File: src/rtl/cpu_fetch.sv
// Instruction fetch/sequencing unit.
// Fetches one instruction at a time, hands it to execute, waits for the
// branch resolution, then computes the next pc. A HALT opcode stops
// fetching until reset.
module cpu_fetch #(
    parameter logic [63:0] RESET_PC = 64'h0
) (
    input  logic        i_clk,
    input  logic        i_rst_n,
    input  logic        i_start,
    output logic        o_imem_req,
    output logic [63:0] o_imem_addr,
    input  logic        i_imem_ack,
    input  logic [31:0] i_imem_rdata,
    output logic [31:0] o_instr,
    output logic        o_instr_valid,
    input  logic        i_instr_ready,
    input  logic        i_resolve_valid,
    input  logic        i_branch,
    input  logic        i_branch_zero,
    input  logic        i_branch_nonzero,
    input  logic        i_alu_zero,
    input  logic [63:0] i_br_offset,
    output logic [63:0] o_pc,
    output logic        o_halted
);

    // Start address with the low two bits cleared so pc stays word aligned.
    localparam logic [63:0] RESET_PC_ALIGNED = {RESET_PC[63:2], 2'b00};
    localparam logic [10:0] HALT_OPCODE      = 11'h7FF;

    typedef enum logic [2:0] {
        S_IDLE    = 3'd0,
        S_FETCH   = 3'd1,
        S_ISSUE   = 3'd2,
        S_RESOLVE = 3'd3,
        S_HALT    = 3'd4
    } state_t;

    state_t      r_state;
    logic [63:0] r_pc;
    logic [31:0] r_instr;
    logic        r_imem_req;
    logic        r_instr_valid;
    logic        r_halted;

    logic        w_taken;
    logic        w_is_halt;
    logic [63:0] w_step;
    logic [63:0] w_next_pc;

    // Branch decision and next-pc arithmetic (64-bit, wraps modulo 2^64).
    always_comb begin
        w_taken   = i_branch
                  | (i_branch_zero    &  i_alu_zero)
                  | (i_branch_nonzero & ~i_alu_zero);
        w_is_halt = (r_instr[31:21] == HALT_OPCODE);
        w_step    = w_taken ? (i_br_offset << 2) : 64'd4;
        w_next_pc = (r_pc + w_step) & ~64'd3;
    end

    // Sequencer: state, pc, latched instruction and registered handshakes.
    always_ff @(posedge i_clk or negedge i_rst_n) begin
        if (!i_rst_n) begin
            r_state       <= S_IDLE;
            r_pc          <= RESET_PC_ALIGNED;
            r_instr       <= 32'h0;
            r_imem_req    <= 1'b0;
            r_instr_valid <= 1'b0;
            r_halted      <= 1'b0;
        end else begin
            case (r_state)
                S_IDLE: begin
                    if (i_start) begin
                        r_pc       <= RESET_PC_ALIGNED;
                        r_imem_req <= 1'b1;
                        r_state    <= S_FETCH;
                    end
                end
                S_FETCH: begin
                    if (i_imem_ack) begin
                        r_instr       <= i_imem_rdata;
                        r_imem_req    <= 1'b0;
                        r_instr_valid <= 1'b1;
                        r_state       <= S_ISSUE;
                    end
                end
                S_ISSUE: begin
                    if (i_instr_ready) begin
                        r_instr_valid <= 1'b0;
                        if (w_is_halt) begin
                            r_halted <= 1'b1;
                            r_state  <= S_HALT;
                        end else begin
                            r_state  <= S_RESOLVE;
                        end
                    end
                end
                S_RESOLVE: begin
                    // Branch flags only matter on the resolve_valid cycle.
                    if (i_resolve_valid) begin
                        r_pc       <= w_next_pc;
                        r_imem_req <= 1'b1;
                        r_state    <= S_FETCH;
                    end
                end
                S_HALT: begin
                    r_halted      <= 1'b1;
                    r_imem_req    <= 1'b0;
                    r_instr_valid <= 1'b0;
                end
                default: begin
                    r_state       <= S_IDLE;
                    r_imem_req    <= 1'b0;
                    r_instr_valid <= 1'b0;
                    r_halted      <= 1'b0;
                end
            endcase
        end
    end

    // Request address is the current pc, held while waiting for ack.
    assign o_imem_req    = r_imem_req;
    assign o_imem_addr   = r_pc;
    assign o_instr       = r_instr;
    assign o_instr_valid = r_instr_valid;
    assign o_pc          = r_pc;
    assign o_halted      = r_halted;

endmodule

File: config.mk
export PLATFORM = sky130hd
export DESIGN_NAME = cpu_fetch
export DESIGN_NICKNAME = d
export VERILOG_FILES = /design/src/rtl/cpu_fetch.sv
export SDC_FILE = /design/constraint.sdc
export NUM_CORES = 1
export LEC_CHECK = 0
export BUFFER_PORTS_ARGS = -buffer_cell sky130_fd_sc_hd__buf_4
export CELL_PAD_IN_SITES_DETAIL_PLACEMENT = 0
export CELL_PAD_IN_SITES_GLOBAL_PLACEMENT = 2
export CORE_ASPECT_RATIO = 1.5
export CORE_MARGIN = 4
export CORE_UTILIZATION = 30
export DETAILED_ROUTE_END_ITERATION = 6
export PLACE_DENSITY_LB_ADDON = 0.1
export RECOVER_POWER = 50
export SLEW_MARGIN = 5
export SYNTH_ARGS = -nofsm -noshare
export SYNTH_HDL_FRONTEND = slang
export SYNTH_SLANG_ARGS = --single-unit
File: constraint.sdc
create_clock -name i_clk -period 3.78 [get_ports i_clk]
set_clock_uncertainty 0.1 [all_clocks]
set_input_delay 0.378 -clock i_clk [delete_from_list [all_inputs] [get_ports i_clk]]
set_output_delay 0.378 -clock i_clk [all_outputs]
set_load 0.02 [all_outputs]
# ---- Word-level counts from Yosys, hierarchy flattened
# Cells that the tools add are included.
dict set report totals {
  register_bits 102
  inputBits 106
}
dict set report classes {
  n_mux 20
  bitwise 9
  n_reduce_logical 10
  addsub 1
  eq_ne 10
}
# cell count
set ops {}
lappend ops {{$mux W64} 3}
lappend ops {{$pmux W64 S2} 1}
lappend ops {{$add A64 B64 Y64} 1}
lappend ops {{$mux W3} 5}
lappend ops {{$pmux W3 S5} 1}
lappend ops {{$eq A11 B11 Y1 const B} 1}
lappend ops {{$ne A2 B2 Y1 const B} 5}
lappend ops {{$reduce_and A3 Y1} 3}
lappend ops {{$mux W1} 7}
lappend ops {{$eq A3 B2 Y1 const B} 2}
lappend ops {{$pmux W1 S3} 2}
lappend ops {{$not A1 Y1} 5}
lappend ops {{$reduce_and A5 Y1} 1}
lappend ops {{$pmux W1 S4} 1}
lappend ops {{$reduce_and A4 Y1} 1}
lappend ops {{$eq A3 B1 Y1 const B} 1}
lappend ops {{$eq A3 B3 Y1 const B} 1}
lappend ops {{$logic_not A3 Y1} 1}
lappend ops {{$reduce_or A3 Y1} 1}
lappend ops {{$and A1 B1 Y1} 2}
lappend ops {{$or A1 B1 Y1} 2}
lappend ops {{$reduce_and A2 Y1} 1}
lappend ops {{$reduce_bool A2 Y1} 1}
lappend ops {{$reduce_or A2 Y1} 1}

# ---- Depth between registers and ports, before layout
dict set report depth {
  word_depth 7
  ltp_mapped 18
  depth_no_buf 17
}

# ---- Worst setup path before layout
# No wires, ideal clock.
dict set report synth_path {
  kind {in2reg}
  from {in i_branch_nonzero}
  to {reg r_pc[50] (netlist: o_imem_addr[50])}
  stages 17
  path_slack_ns -0.143
  t_arrival_ns 3.689
  required_ns 3.546
  n_path_buf 2
  cell_sequence {nor2b_1 -> a211oi_1 -> clkbuf_1 -> nor2b_1 -> ha_1 -> buf_2 -> a21o_1 -> a21o_1 -> a2111oi_4 -> a31oi_2 -> a31o_2 -> a31oi_2 -> nor3_1 -> a211oi_2 -> o21ai_1 -> xnor2_1 -> o21ai_0}
}
dict set report synth_between {
  elab_chain_cells 6
}
# element line
set synth_lines {}
lappend synth_lines {{start: declaration} 21} ;# input logic i_branch_nonzero,
lappend synth_lines {{$and A1 B1 Y1} 56} ;# | (i_branch_nonzero & ~i_alu_zero);
lappend synth_lines {{$or A1 B1 Y1} 56}
lappend synth_lines {{$mux W64} 58} ;# w_step = w_taken ? (i_br_offset << 2) : 64'd4;
lappend synth_lines {{$add A64 B64 Y64} 59} ;# w_next_pc = (r_pc + w_step) & ~64'd3;
lappend synth_lines {{$mux W64} 101} ;# if (i_resolve_valid) begin
lappend synth_lines {{$pmux W64 S2} 72} ;# case (r_state)
lappend synth_lines {{end signal: assignment} 102} ;# r_pc <= w_next_pc;
lappend synth_lines {{end: declaration} 41} ;# logic [63:0] r_pc;
# No other way between the ends. The select of a mux whose other input is x is not followed.
# A chain may end at the register's enable or synchronous reset.

# ---- Final worst setup path
dict set report layout_path {
  from {in i_branch_nonzero}
  to {reg r_pc[32] (netlist: o_imem_addr[32])}
}
# The elaborated chain is that of the path after synthesis.

==> results.py <==
metrics = {
    "worst_setup_path": {
        "timing.critical_path.from": "i_branch_nonzero",
        "reg2reg_slack_ns": 0.57,
        "arrival_ns": 3.78,
        "reg2reg_from": "o_imem_addr[2]",
        "critical_path_required_ns": 3.92,
        "crit_chain": "buf_4, nor2b_1, a211oi_4, buf_12, buf_4, nor2b_1, ha_1, a21o_1, a21o_1, a2111oi_4, a31oi_4, a31o_2, buf_4, a31oi_1, o21ai_0, xnor2_1, o21ai_0",
        "cp_slowest_stage_delay_ns": 0.40,
        "critical_path.endpoint_type": "flip-flop",
        "setup.worst_path.start_class": "primary input",
        "crit_fanout": 7,
        "crit_family": "compound AO/OA/AOI/OAI gates",
        "worstSetupPathType": "in2reg",
        "critical_path_buf_inv_count": 4,
        "critical-path-top-cell-by-count": "sky130_fd_sc_hd__buf_4",
        "critPathSlowestCell": "sky130_fd_sc_hd__a2111oi_4",
    },
    "yosys": {
        "area_contributors_post_synth": "sky130_fd_sc_hd__dfrtp_1, sky130_fd_sc_hd__ha_1, sky130_fd_sc_hd__buf_4, sky130_fd_sc_hd__nor2b_1, sky130_fd_sc_hd__o21ai_0",
        "synth_seq_area_share": 0.301,
        "ys_warn_count": 0,
        "synthCells": 985,
        "synthesis.area_um2": 8310,
        "synthDominantCellAreaShare": 0.301,
        "yosys.cell_types.count": 64,
        "number_of_flops_mapped_to_enable_cells_by_yosys": 0,
        "postSynthRegisterBits": 100,
        "synth-main-ff-cell": "sky130_fd_sc_hd__dfrtp_1",
        "largest_area_contributor_in_the_synthesized_netlist": "sky130_fd_sc_hd__dfrtp_1",
        "async_reset_ff_frac": 1.00,
        "synth_area_per_cell_um2": 8.44,
    },
    "cts": {
        "htree_num_levels": 3,
        "cts_tree": "yes",
        "cts_max_path_buffers": 2,
        "clock_tree.root_cell": "sky130_fd_sc_hd__clkbuf_16",
        "clk_latency_ns": 0.38,
        "cts.sink_count": 100,
        "cts-hold-fix-buffers": 0,
        "tritoncts.num_buffers": 9,
        "clkSlewWorstSetupHoldPaths_ns": 0.09,
    },
    "floorplanning": {
        "dieHeight_um": 212,
        "placement_rows": 74,
        "chipWidth_um": 144,
        "start_util": 0.304,
        "dieArea_um2": 30500,
        "core_area_um2": 27300,
        "io_pins": 269,
    },
    "final_layout": {
        "drive_above_1_share": 0.357,
        "final_cells": 1694,
        "antenna_diode_count": 0,
        "nNetsFinal": 1515,
        "area_delta_synth_final_pct": 41.5,
    },
    "global_routing": {
        "first_global_vias": 8624,
        "antenna_found_initial": 0,
        "gr-usage-all-layers": 0.187,
        "grt_max_degree": 62,
        "grt_remaining_overflow": 0,
        "grt_first_pass_wirelength_mm": 45.2,
    },
    "sta": {
        "final-hold-violation-count": 0,
        "slew_headroom": -0.196,
        "fin_crit_ns": 3.64,
        "grt_setup_unrepaired": "no",
        "slew_violations": 62,
        "final_critical_path_setup_slack_ns": 0.139,
        "setup_viol_count_final": 0,
        "fin_crit_sh": 0.963,
        "timing.fmax_mhz": 275,
        "tightest_slew_ns": 1.79,
        "tns_ns": 0,
    },
    "flow_run": {
        "max_cap_violations": 1,
    },
    "drt": {
        "total_via_count_after_detailed_routing": 8249,
        "drt_first_pass_iters": 4,
        "drcViolationCount": 0,
        "initialDrtViolationCount": 201,
        "total_routed_length_mm": 29.1,
        "antenna_left": 0,
        "route.detailed.wl_per_inst_um": 17.2,
        "drt-vias-per-instance": 4.87,
    },
    "min_path": {
        "worstHoldStart": "i_imem_rdata[28]",
        "worstHoldPathType": "in2reg",
    },
    "placed_design": {
        "gpl.final_weighted_congestion": 0.845,
        "placed_cells": 1674,
        "hpwlAfterDp_mm": 23.1,
        "place_ws_ns": -0.287,
        "io_buffer_count": 262,
    },
    "power_and_ir_drop": {
        "p_sw_uw": 4410,
        "report.power.total_uw": 9140,
        "clkPwrFrac": 0.111,
        "power.ir.vdd_worst_v": 0.000386,
        "seqPwrFrac": 0.222,
        "p_sw_frac": 0.482,
        "power_per_cell_area_nw_per_um2": 778,
        "comb_power_share": 0.667,
        "p_leak_uw": 0.00578,
        "internal-power_uw": 4740,
    },
    "outcome": {
        "violations_in_the_final_reports": "max-capacitance violations, max-slew violations",
        "status": "finished with violations",
    },
}
## power by group through the flow
stage          logic [uW]  registers [uW]  clock network (uW)
6_report             6100            2030                1010
5_1_grt              6680            2120                1090
4_1_cts              6380            2060                1060
3_5_place_dp         6360            2080                   0
3_3_place_gp         6360            2060                   0
2_1_floorplan        3310            2470                   0
## cells in the final DEF, fill, tap and decap left out, types with 26 or more instances in the layout
| master | Yosys | final |
|---|---|---|
| sky130_fd_sc_hd__mux2_2 | 33 | 33 |
| sky130_fd_sc_hd__buf_4 | 66 | 386 |
| sky130_fd_sc_hd__dfrtp_1 | 100 | 100 |
| sky130_fd_sc_hd__xnor2_1 | 26 | 26 |
| sky130_fd_sc_hd__nand2_1 | 103 | 103 |
| sky130_fd_sc_hd__clkbuf_1 | 48 | 78 |
| sky130_fd_sc_hd__xor2_1 | 28 | 28 |
| sky130_fd_sc_hd__nor2_1 | 46 | 46 |
| sky130_fd_sc_hd__ha_1 | 61 | 60 |
| sky130_fd_sc_hd__nor2b_1 | 76 | 74 |
| sky130_fd_sc_hd__a21oi_1 | 71 | 66 |
| sky130_fd_sc_hd__o21ai_0 | 78 | 75 |
| sky130_fd_sc_hd__a21o_1 | 34 | 33 |
## through the flow
step	instance area, um^2	hold slack, ns	util
floorplan	8330	-0.0176	-
global placement	11600	0.391	0.424
detailed placement	11600	0.397	0.424
CTS	11900	0.0630	0.435
global route	11800	0.114	0.431
finish	11800	0.128	0.431
## kinds of logic after synthesis
kind of cell,after synthesis,share of synthesized area
buffers and inverters,141,0.0944
AOI/OAI and AO/OA,284,0.223
other,1,0.000451
adders and majority gates,62,0.0942
DFF,100,0.301
and+or+nand+nor,309,0.184
xor gates and xnor gates,54,0.0569
muxes,34,0.0459
## routing by layer
layer | vias up | GRT usage | wire length (um)
met1 | 3911 | 0.218 | 11900
met4 | 0 | 0.0396 | 281
met2 | 199 | 0.351 | 15600
li1 | 4124 | - | -
met3 | 15 | 0.0366 | 1460
met5 | - | 0 | 0
## synth_stat cells (2+ instances only)
cell and count:
sky130_fd_sc_hd__nand2_1 103, sky130_fd_sc_hd__ha_1 61, sky130_fd_sc_hd__a21oi_1 71, sky130_fd_sc_hd__nor2b_1 76, sky130_fd_sc_hd__o221ai_1 3, sky130_fd_sc_hd__buf_4 66, sky130_fd_sc_hd__o31ai_1 5, sky130_fd_sc_hd__a41oi_1 2
sky130_fd_sc_hd__o21ai_1 13, sky130_fd_sc_hd__a22o_1 8, sky130_fd_sc_hd__o21a_1 9, sky130_fd_sc_hd__a221oi_1 3, sky130_fd_sc_hd__or2_2 3, sky130_fd_sc_hd__buf_2 5, sky130_fd_sc_hd__nor2_1 46, sky130_fd_sc_hd__a31oi_1 7
sky130_fd_sc_hd__and2_1 6, sky130_fd_sc_hd__nand3_1 19, sky130_fd_sc_hd__a31oi_2 4, sky130_fd_sc_hd__o21ai_2 2, sky130_fd_sc_hd__dfrtp_1 100, sky130_fd_sc_hd__xor2_1 28, sky130_fd_sc_hd__and3_1 4, sky130_fd_sc_hd__nand2b_1 10
sky130_fd_sc_hd__o21ai_0 78, sky130_fd_sc_hd__a21o_1 34, sky130_fd_sc_hd__mux2_2 33, sky130_fd_sc_hd__o2111ai_1 2, sky130_fd_sc_hd__nor3b_1 3, sky130_fd_sc_hd__nand4_1 20, sky130_fd_sc_hd__nor3_1 12, sky130_fd_sc_hd__a211oi_1 10
sky130_fd_sc_hd__a2111oi_0 3, sky130_fd_sc_hd__clkbuf_1 48, sky130_fd_sc_hd__a22oi_1 2, sky130_fd_sc_hd__a211o_1 2, sky130_fd_sc_hd__inv_1 20, sky130_fd_sc_hd__nor4_1 3, sky130_fd_sc_hd__xnor2_1 26, sky130_fd_sc_hd__o21bai_1 8
sky130_fd_sc_hd__a31o_2 4
## path summary, 6_finish.rpt
check | cells after the start | to
max in group asynchronous | 2 | o_imem_addr[45]
min reg2reg | 1 | o_instr[18]
min | 2 | o_instr[28]
min in group asynchronous | 1 | o_imem_addr[26]
max reg2reg | 13 | o_imem_addr[32]
max | 17 | o_imem_addr[32]
## layout make-up
type                            instances  area [um^2]
Fill cell                            2838        15600
Tap cell                              342          428
Timing Repair Buffer                  469         3270
Sequential cell                       100         2500
Clock inverter                          7         88.8
Clock buffer                            9          225
Inverter                               20         75.1
Multi-Input combinational cell        747         5170
## worst reg2reg max path, stage by stage (launching register included)
cell	delay [ns]
sky130_fd_sc_hd__dfrtp_1	0.43
sky130_fd_sc_hd__ha_1	0.24
sky130_fd_sc_hd__inv_1	0.08
sky130_fd_sc_hd__fa_2	0.21
sky130_fd_sc_hd__nor2b_2	0.05
sky130_fd_sc_hd__o31a_1	0.32
sky130_fd_sc_hd__o21ai_1	0.27
sky130_fd_sc_hd__a31oi_4	0.15
sky130_fd_sc_hd__a31o_2	0.29
sky130_fd_sc_hd__buf_4	0.15
sky130_fd_sc_hd__a31oi_1	0.31
sky130_fd_sc_hd__o21ai_0	0.23
sky130_fd_sc_hd__xnor2_1	0.17
sky130_fd_sc_hd__o21ai_0	0.08
## repair_timing
item,CTS,global route
buffers inserted,0,3
resized for setup,0,28
setup endpoints to repair,0,13
## flip-flops by register name, summed over array words and instances (netlist names)
| name | flops |
|---|---|
| o_halted | 1 |
| o_imem_req | 1 |
| o_imem_addr | 62 |
| r_state | 3 |
| o_instr | 32 |
| o_instr_valid | 1 |
Note: power is estimated with default switching activity, not from simulation.
